## config.mk

```make
export PLATFORM = sky130hd
export DESIGN_NAME = join_match_stage
export DESIGN_NICKNAME = d
export VERILOG_FILES = /design/src/rtl/join_pkg.sv /design/src/rtl/join_match_mem.sv /design/src/rtl/join_match_stage.sv
export SDC_FILE = /design/constraint.sdc
export NUM_CORES = 1
export LEC_CHECK = 0
export ABC_AREA = 1
export BUFFER_PORTS_ARGS = -buffer_cell sky130_fd_sc_hd__buf_4
export CAP_MARGIN = 20
export CORE_UTILIZATION = 40
export DETAILED_ROUTE_END_ITERATION = 16
export PLACE_DENSITY = 0.65
export SYNTH_ARGS = -nofsm -noshare
export SYNTH_HDL_FRONTEND = slang
export SYNTH_SLANG_ARGS = --single-unit
```

## constraint.sdc

```tcl
create_clock -name CP -period 2.35 [get_ports CP]
set_input_delay 0.47 -clock CP [delete_from_list [all_inputs] [get_ports CP]]
set_output_delay 0.47 -clock CP [all_outputs]
set_load 0.01 [all_outputs]
```

## src/rtl/join_pkg.sv

```systemverilog
// join_pkg: shared widths, input packet layout, port constants and FSM
// state encodings for the join (operand-matching) stage.
package join_pkg;

   localparam int TAG_W_DEF  = 4;
   localparam int DATA_W_DEF = 16;

   // Operand side carried in the PORT field of an input packet.
   localparam bit PORT_L = 1'b0;
   localparam bit PORT_R = 1'b1;

   // Input packet layout, MSB to LSB: {MONO, PORT, TAG, DATA}.
   localparam int DATA_OFS = 0;

   function automatic int tag_ofs(input int data_w);
      return data_w;
   endfunction

   function automatic int port_ofs(input int tag_w, input int data_w);
      return tag_w + data_w;
   endfunction

   function automatic int mono_ofs(input int tag_w, input int data_w);
      return tag_w + data_w + 1;
   endfunction

   typedef enum logic [1:0] {
      IN_IDLE   = 2'd0,
      IN_LOOKUP = 2'd1,
      IN_REL    = 2'd2
   } in_state_t;

   typedef enum logic [1:0] {
      OUT_IDLE = 2'd0,
      OUT_REQ  = 2'd1,
      OUT_REL  = 2'd2
   } out_state_t;

endpackage

```

## src/rtl/join_match_mem.sv

```systemverilog
// join_match_mem: tag-indexed matching memory of {valid, port, data}.
// One combinational read and one synchronous write per cycle; only the
// valid bits are reset, so every entry is empty after reset.
module join_match_mem #(
   parameter int TAG_W  = 4,
   parameter int DATA_W = 16
) (
   input  logic              clk,
   input  logic              rst_n,
   input  logic [TAG_W-1:0]  rd_addr,
   output logic              rd_valid,
   output logic              rd_port,
   output logic [DATA_W-1:0] rd_data,
   input  logic              wr_en,
   input  logic [TAG_W-1:0]  wr_addr,
   input  logic              wr_valid,
   input  logic              wr_port,
   input  logic [DATA_W-1:0] wr_data
);

   localparam int DEPTH = 1 << TAG_W;

   logic [DEPTH-1:0] valid_q;
   logic             port_q [DEPTH];
   logic [DATA_W-1:0] data_q [DEPTH];

   // Valid bits: set on store, cleared on match, all cleared by reset.
   always_ff @(posedge clk or negedge rst_n) begin
      if (!rst_n) begin
         valid_q <= '0;
      end else if (wr_en) begin
         valid_q[wr_addr] <= wr_valid;
      end
   end

   // Payload storage, written only when an entry becomes valid.
   // NOTE: payload arrays are deliberately not reset; a cleared valid bit
   // already makes their contents unobservable, and resetting them would
   // turn a plain RAM into a large register file.
   always_ff @(posedge clk) begin
      if (wr_en && wr_valid) begin
         port_q[wr_addr] <= wr_port;
         data_q[wr_addr] <= wr_data;
      end
   end

   assign rd_valid = valid_q[rd_addr];
   assign rd_port  = port_q[rd_addr];
   assign rd_data  = data_q[rd_addr];

endmodule

```

## src/rtl/join_match_stage.sv

```systemverilog
// join_match_stage: clocked operand-matching stage. Parks the first operand
// of each tag, emits {TAG, DATA_L, DATA_R} when its partner arrives.
// Optional build macro JOIN_MONO_BYPASS_EN: a MONO=1 token fires directly
// with DATA_R=0 and leaves the matching memory untouched.
module join_match_stage
   import join_pkg::*;
#(
   parameter int TAG_W  = TAG_W_DEF,
   parameter int DATA_W = DATA_W_DEF
) (
   input  logic                      CP,
   input  logic                      MR_N,
   input  logic                      Send_in,
   output logic                      Ack_out,
   input  logic [TAG_W+DATA_W+1:0]   PACKET_IN,
   output logic                      Send_out,
   input  logic                      Ack_in,
   output logic [TAG_W+2*DATA_W-1:0] PACKET_OUT,
   output logic                      ERR
);

   localparam int TAG_LSB  = tag_ofs(DATA_W);
   localparam int PORT_BIT = port_ofs(TAG_W, DATA_W);
   localparam int MONO_BIT = mono_ofs(TAG_W, DATA_W);

   in_state_t  in_state;
   out_state_t out_state;

   // Captured input token.
   logic [TAG_W-1:0]  in_tag;
   logic              in_port;
   logic [DATA_W-1:0] in_data;
   logic              in_mono;
   logic              mono_cap;

   // Matching memory interface.
   logic              rd_valid;
   logic              rd_port;
   logic [DATA_W-1:0] rd_data;
   logic              wr_en;
   logic              wr_valid;

   // Lookup-cycle decisions.
   logic                      do_store;
   logic                      do_match;
   logic                      do_collide;
   logic                      do_mono;
   logic                      fire;
   logic [TAG_W+2*DATA_W-1:0] fire_pkt;

`ifdef JOIN_MONO_BYPASS_EN
   assign mono_cap = PACKET_IN[MONO_BIT];
`else
   // MONO is ignored in this build; the bit is absorbed here so it is not
   // reported as a dangling input.
   logic unused_mono;
   assign unused_mono = PACKET_IN[MONO_BIT];
   assign mono_cap    = 1'b0;
`endif

   join_match_mem #(
      .TAG_W  (TAG_W),
      .DATA_W (DATA_W)
   ) u_mem (
      .clk      (CP),
      .rst_n    (MR_N),
      .rd_addr  (in_tag),
      .rd_valid (rd_valid),
      .rd_port  (rd_port),
      .rd_data  (rd_data),
      .wr_en    (wr_en),
      .wr_addr  (in_tag),
      .wr_valid (wr_valid),
      .wr_port  (in_port),
      .wr_data  (in_data)
   );

   // Classify the captured token against its memory entry and build the
   // outgoing packet with left/right placed by PORT.
   always_comb begin
      // NOTE: every signal gets a default first so no path infers a latch.
      do_store   = 1'b0;
      do_match   = 1'b0;
      do_collide = 1'b0;
      do_mono    = 1'b0;
      fire_pkt   = '0;
      if (in_state == IN_LOOKUP) begin
         if (in_mono)               do_mono    = 1'b1;
         else if (!rd_valid)        do_store   = 1'b1;
         else if (rd_port != in_port) do_match = 1'b1;
         else                       do_collide = 1'b1;
      end
      if (do_mono)
         fire_pkt = {in_tag, in_data, {DATA_W{1'b0}}};
      else if (in_port == PORT_L)
         fire_pkt = {in_tag, in_data, rd_data};
      else
         fire_pkt = {in_tag, rd_data, in_data};
   end

   assign fire     = do_match | do_mono;
   assign wr_en    = do_store | do_match;
   assign wr_valid = do_store;

   // Input FSM: capture when downstream is idle, one lookup cycle, then a
   // 4-phase release of the upstream handshake.
   always_ff @(posedge CP or negedge MR_N) begin
      // NOTE: non-blocking assignments so every register samples pre-edge
      // values regardless of statement order.
      if (!MR_N) begin
         in_state <= IN_IDLE;
         Ack_out  <= 1'b0;
         ERR      <= 1'b0;
         in_tag   <= '0;
         in_port  <= 1'b0;
         in_data  <= '0;
         in_mono  <= 1'b0;
      end else begin
         case (in_state)
            IN_IDLE: begin
               if (Send_in && out_state == OUT_IDLE) begin
                  in_tag   <= PACKET_IN[TAG_LSB +: TAG_W];
                  in_port  <= PACKET_IN[PORT_BIT];
                  in_data  <= PACKET_IN[DATA_OFS +: DATA_W];
                  in_mono  <= mono_cap;
                  in_state <= IN_LOOKUP;
               end
            end
            IN_LOOKUP: begin
               Ack_out  <= 1'b1;
               if (do_collide) ERR <= 1'b1;
               in_state <= IN_REL;
            end
            IN_REL: begin
               if (!Send_in) begin
                  Ack_out  <= 1'b0;
                  in_state <= IN_IDLE;
               end
            end
            default: begin
               Ack_out  <= 1'b0;
               in_state <= IN_IDLE;
            end
         endcase
      end
   end

   // Output FSM: raise Send_out with the packet on fire, drop it on Ack_in,
   // return to idle once Ack_in is released. PACKET_OUT changes only on fire.
   always_ff @(posedge CP or negedge MR_N) begin
      if (!MR_N) begin
         out_state  <= OUT_IDLE;
         Send_out   <= 1'b0;
         PACKET_OUT <= '0;
      end else begin
         case (out_state)
            OUT_IDLE: begin
               if (fire) begin
                  PACKET_OUT <= fire_pkt;
                  Send_out   <= 1'b1;
                  out_state  <= OUT_REQ;
               end
            end
            OUT_REQ: begin
               if (Ack_in) begin
                  Send_out  <= 1'b0;
                  out_state <= OUT_REL;
               end
            end
            OUT_REL: begin
               if (!Ack_in) out_state <= OUT_IDLE;
            end
            default: begin
               Send_out  <= 1'b0;
               out_state <= OUT_IDLE;
            end
         endcase
      end
   end

endmodule

```

==> results.cfg <==
[outcome]
outcome = finished, final reports clean

[cells_and_area]
final_common_cell = nand2_1
n_antenna_cell = 0
nNetsFinal = 1699
multiInputGateArea_sq_mm = 0.004439
post-route-util_pct = 48.48
seq_area_sq_mm = 0.01017
most-common-layout-cells = nand2_1, edfxtp_1, buf_4
syn_to_final_growth_pct = 18.31
drive_gt1_share_pct = 11.88
fillers = 3297

[setup_path]
end_kind = flip-flop
cp-start-kind = flip-flop
worstRegToRegCells = 12
critPathKind = reg2reg
cp.arrival_ns = 2.49
crit_required_ns = 2.59
worst-path-max-fanout = 8

[timing]
finClkSkew_ns = 0.02483
slew_viol_final = 0
max_slew.worst_pin.slew_ns = 0.7553
setup_ws_ns = 0.09994
fin_crit_sh_pct = 95.75
rsz0062_at_grt = yes
relSlewSlack_pct = 49.65
setup-violations-final = 0
period_needed_ns = 2.250
fmaxAchievable_mhz = 444.4
hold_violations = 0

[clock_network]
clk_pin_slew_ns = 0.06
cts_tree = yes
cts_root_buf = clkbuf_16
worstSkewPairLatency_ns = 0.53
cts_made_buffers = 36
clock-sinks = 352
h-tree-depth = 2
clk_path_buf_depth = 3

[placement]
hpwlAfterDp_um = 23960
gp_congestion = 0.8658
pre_cts_ws_ns = -0.006173
port_buffers = 63

[route]
first_pass_iters = 5
wire_per_inst_um = 17.51
postRouteAntennaNets = 0
wl_um = 38610
vias = 10940
first_iter_violations = 1073
drc_errors = 0
vias_per_cell = 4.959

[floorplanning]
die_h_um = 196.4
die_x_um = 196.4
initial_core_util_pct = 40.98
die-area_sq_mm = 0.03856
core_area_sq_mm = 0.03687
num_io_pins = 65
fp-row-count = 70

[grt]
antenna_found_initial = 0
grt_pass1_vias = 10360
grt_usage_pct = 20.19
grt-ovfl-total = 0
grt_max_degree = 61
grt_pass1_wl_um = 59440

[synth]
syn_nets = 1610
yosys_register_bits = 352
yosys_most_used_dff = edfxtp_1
yosysWarnings = 0
ys_seq_area_share_pct = 67.31
syn_area_sq_mm = 0.01511
synthCells = 1584
synth_edf_count = 272
synthArstFlopShare_pct = 22.73
synth_cell_types = 25
syn-mean-instance-area_sq_um = 9.539

[pwr]
p_leak_nw = 8.120
ir_drop_mv = 0.7308
power_density_mw_per_mm2 = 1292

[flow_run]
max_cap_viol_count = 0

[hold_path]
hold_path_class = in2reg
holdPathStages = 2
Yosys cell counts, drive strengths merged, types with 3 or more instances:
library cell / instances / area (sq um)
buf: 49 / 269.0
nand3: 23 / 120.1
nand4: 36 / 225.2
edfxtp: 272 / 8168
nand2: 985 / 3705
o21ai: 41 / 205.2
clkinv: 3 / 11.26
dfrtp: 80 / 2002
nor2: 28 / 131.4
clkbuf: 31 / 116.4
inv: 30 / 115.1
a21oi: 3 / 15.01
power breakdown:
group	internal, mW	leakage [nW]	switching, mW
Clock	3.14	0.559	2.36
Combinational	2.65	4.07	5.75
Sequential	8.17	3.50	1.03
routing by layer:
layer  global-route usage [%]  vias up  part of all wire [%]
met2                    31.34      394                    45
li1                         -     5296                     -
met3                    3.833       56                   8.4
met4                    5.584        0                   2.2
met5                        0        -                     0
met1                    28.99     5189                    44
through the flow:
step	power, mW	setup TNS (ns)	instances	instance area [sq um]	hold slack [ns]
2_1_floorplan	14.03	0	1584	15110	0.1744
3_3_place_gp	17.28	0	2132	16620	0.4554
3_5_place_dp	17.47	-0.009367	2132	16620	0.4582
4_1_cts	22.99	0	2199	17750	0.1214
5_1_grt	24.48	-1.527	2205	17880	0.1285
6_report	23.10	0	2205	17880	0.1250
registers in the layout, indices dropped and copies added, names as in the netlist, 2 cells and up:
signal and cells:
u_mem.valid_q 16, PACKET_OUT 36, out_state 2, in_state 2
u_mem.data_q 256, in_data 16, in_tag 4, u_mem.port_q 16
cell families (layout without fill, tap and decap cells):
logic type | Yosys count | count (layout) | share of synthesized area (%)
DFF | 352 | 352 | 67.31
AOI/OAI and AO/OA | 46 | 46 | 1.565
buffers and inverters | 113 | 230 | 3.387
and+or+nand+nor | 1073 | 1073 | 27.74
worst max-delay path, stage by stage (launching register included):
cell and delay, ns:
dfrtp_4 0.57, buf_2 0.20, nand2_1 0.07, nand2_1 0.05, nand2_1 0.05, nand3_1 0.06, nand2_1 0.06, nand2_1 0.10
nor3_2 0.19, buf_4 0.19, nand2_1 0.10, inv_2 0.13, clkbuf_16 0.19
what timing repair did:
action                                  4_1_cts  5_1_grt
pin swaps                                     0        1
buffers inserted                              0        3
cloned                                        0        3
gates resized for setup                       1       11
hold endpoints to repair                     37        0
endpoints found under the setup margin       43      169
hold buffers                                  1        0
cell type report:
class	instances	share of cell area (%)
clock buffers	45	5.404
clock inverters	21	0.8609
inverters	33	0.7349
multi-input cells	1119	24.83
flip-flops and latches	352	56.92
well taps	504	3.528
repair buffers	131	7.720
path summary, 6_finish.rpt:
| kind | startpoint | slack, ns | endpoint |
|---|---|---|---|
| max in group asynchronous | MR_N | 1.25 | in_tag[1]$_DFFE_PN0P_ |
| worst min register to register | u_mem.valid_q[11]$_DFFE_PN0P_ | 0.47 | u_mem.valid_q[11]$_DFFE_PN0P_ |
| worst max register to register | in_tag[0]$_DFFE_PN0P_ | 0.1 | u_mem.data_q[7][11]$_DFFE_PP_ |
| min in group asynchronous | MR_N | 0.45 | Send_out$_DFFE_PN0P_ |
| worst max-delay path | in_tag[0]$_DFFE_PN0P_ | 0.1 | u_mem.data_q[7][11]$_DFFE_PP_ |
| worst min-delay path | Ack_in | 0.13 | out_state[0]$_DFFE_PN0P_ |
(Power assumes the default switching activity.)
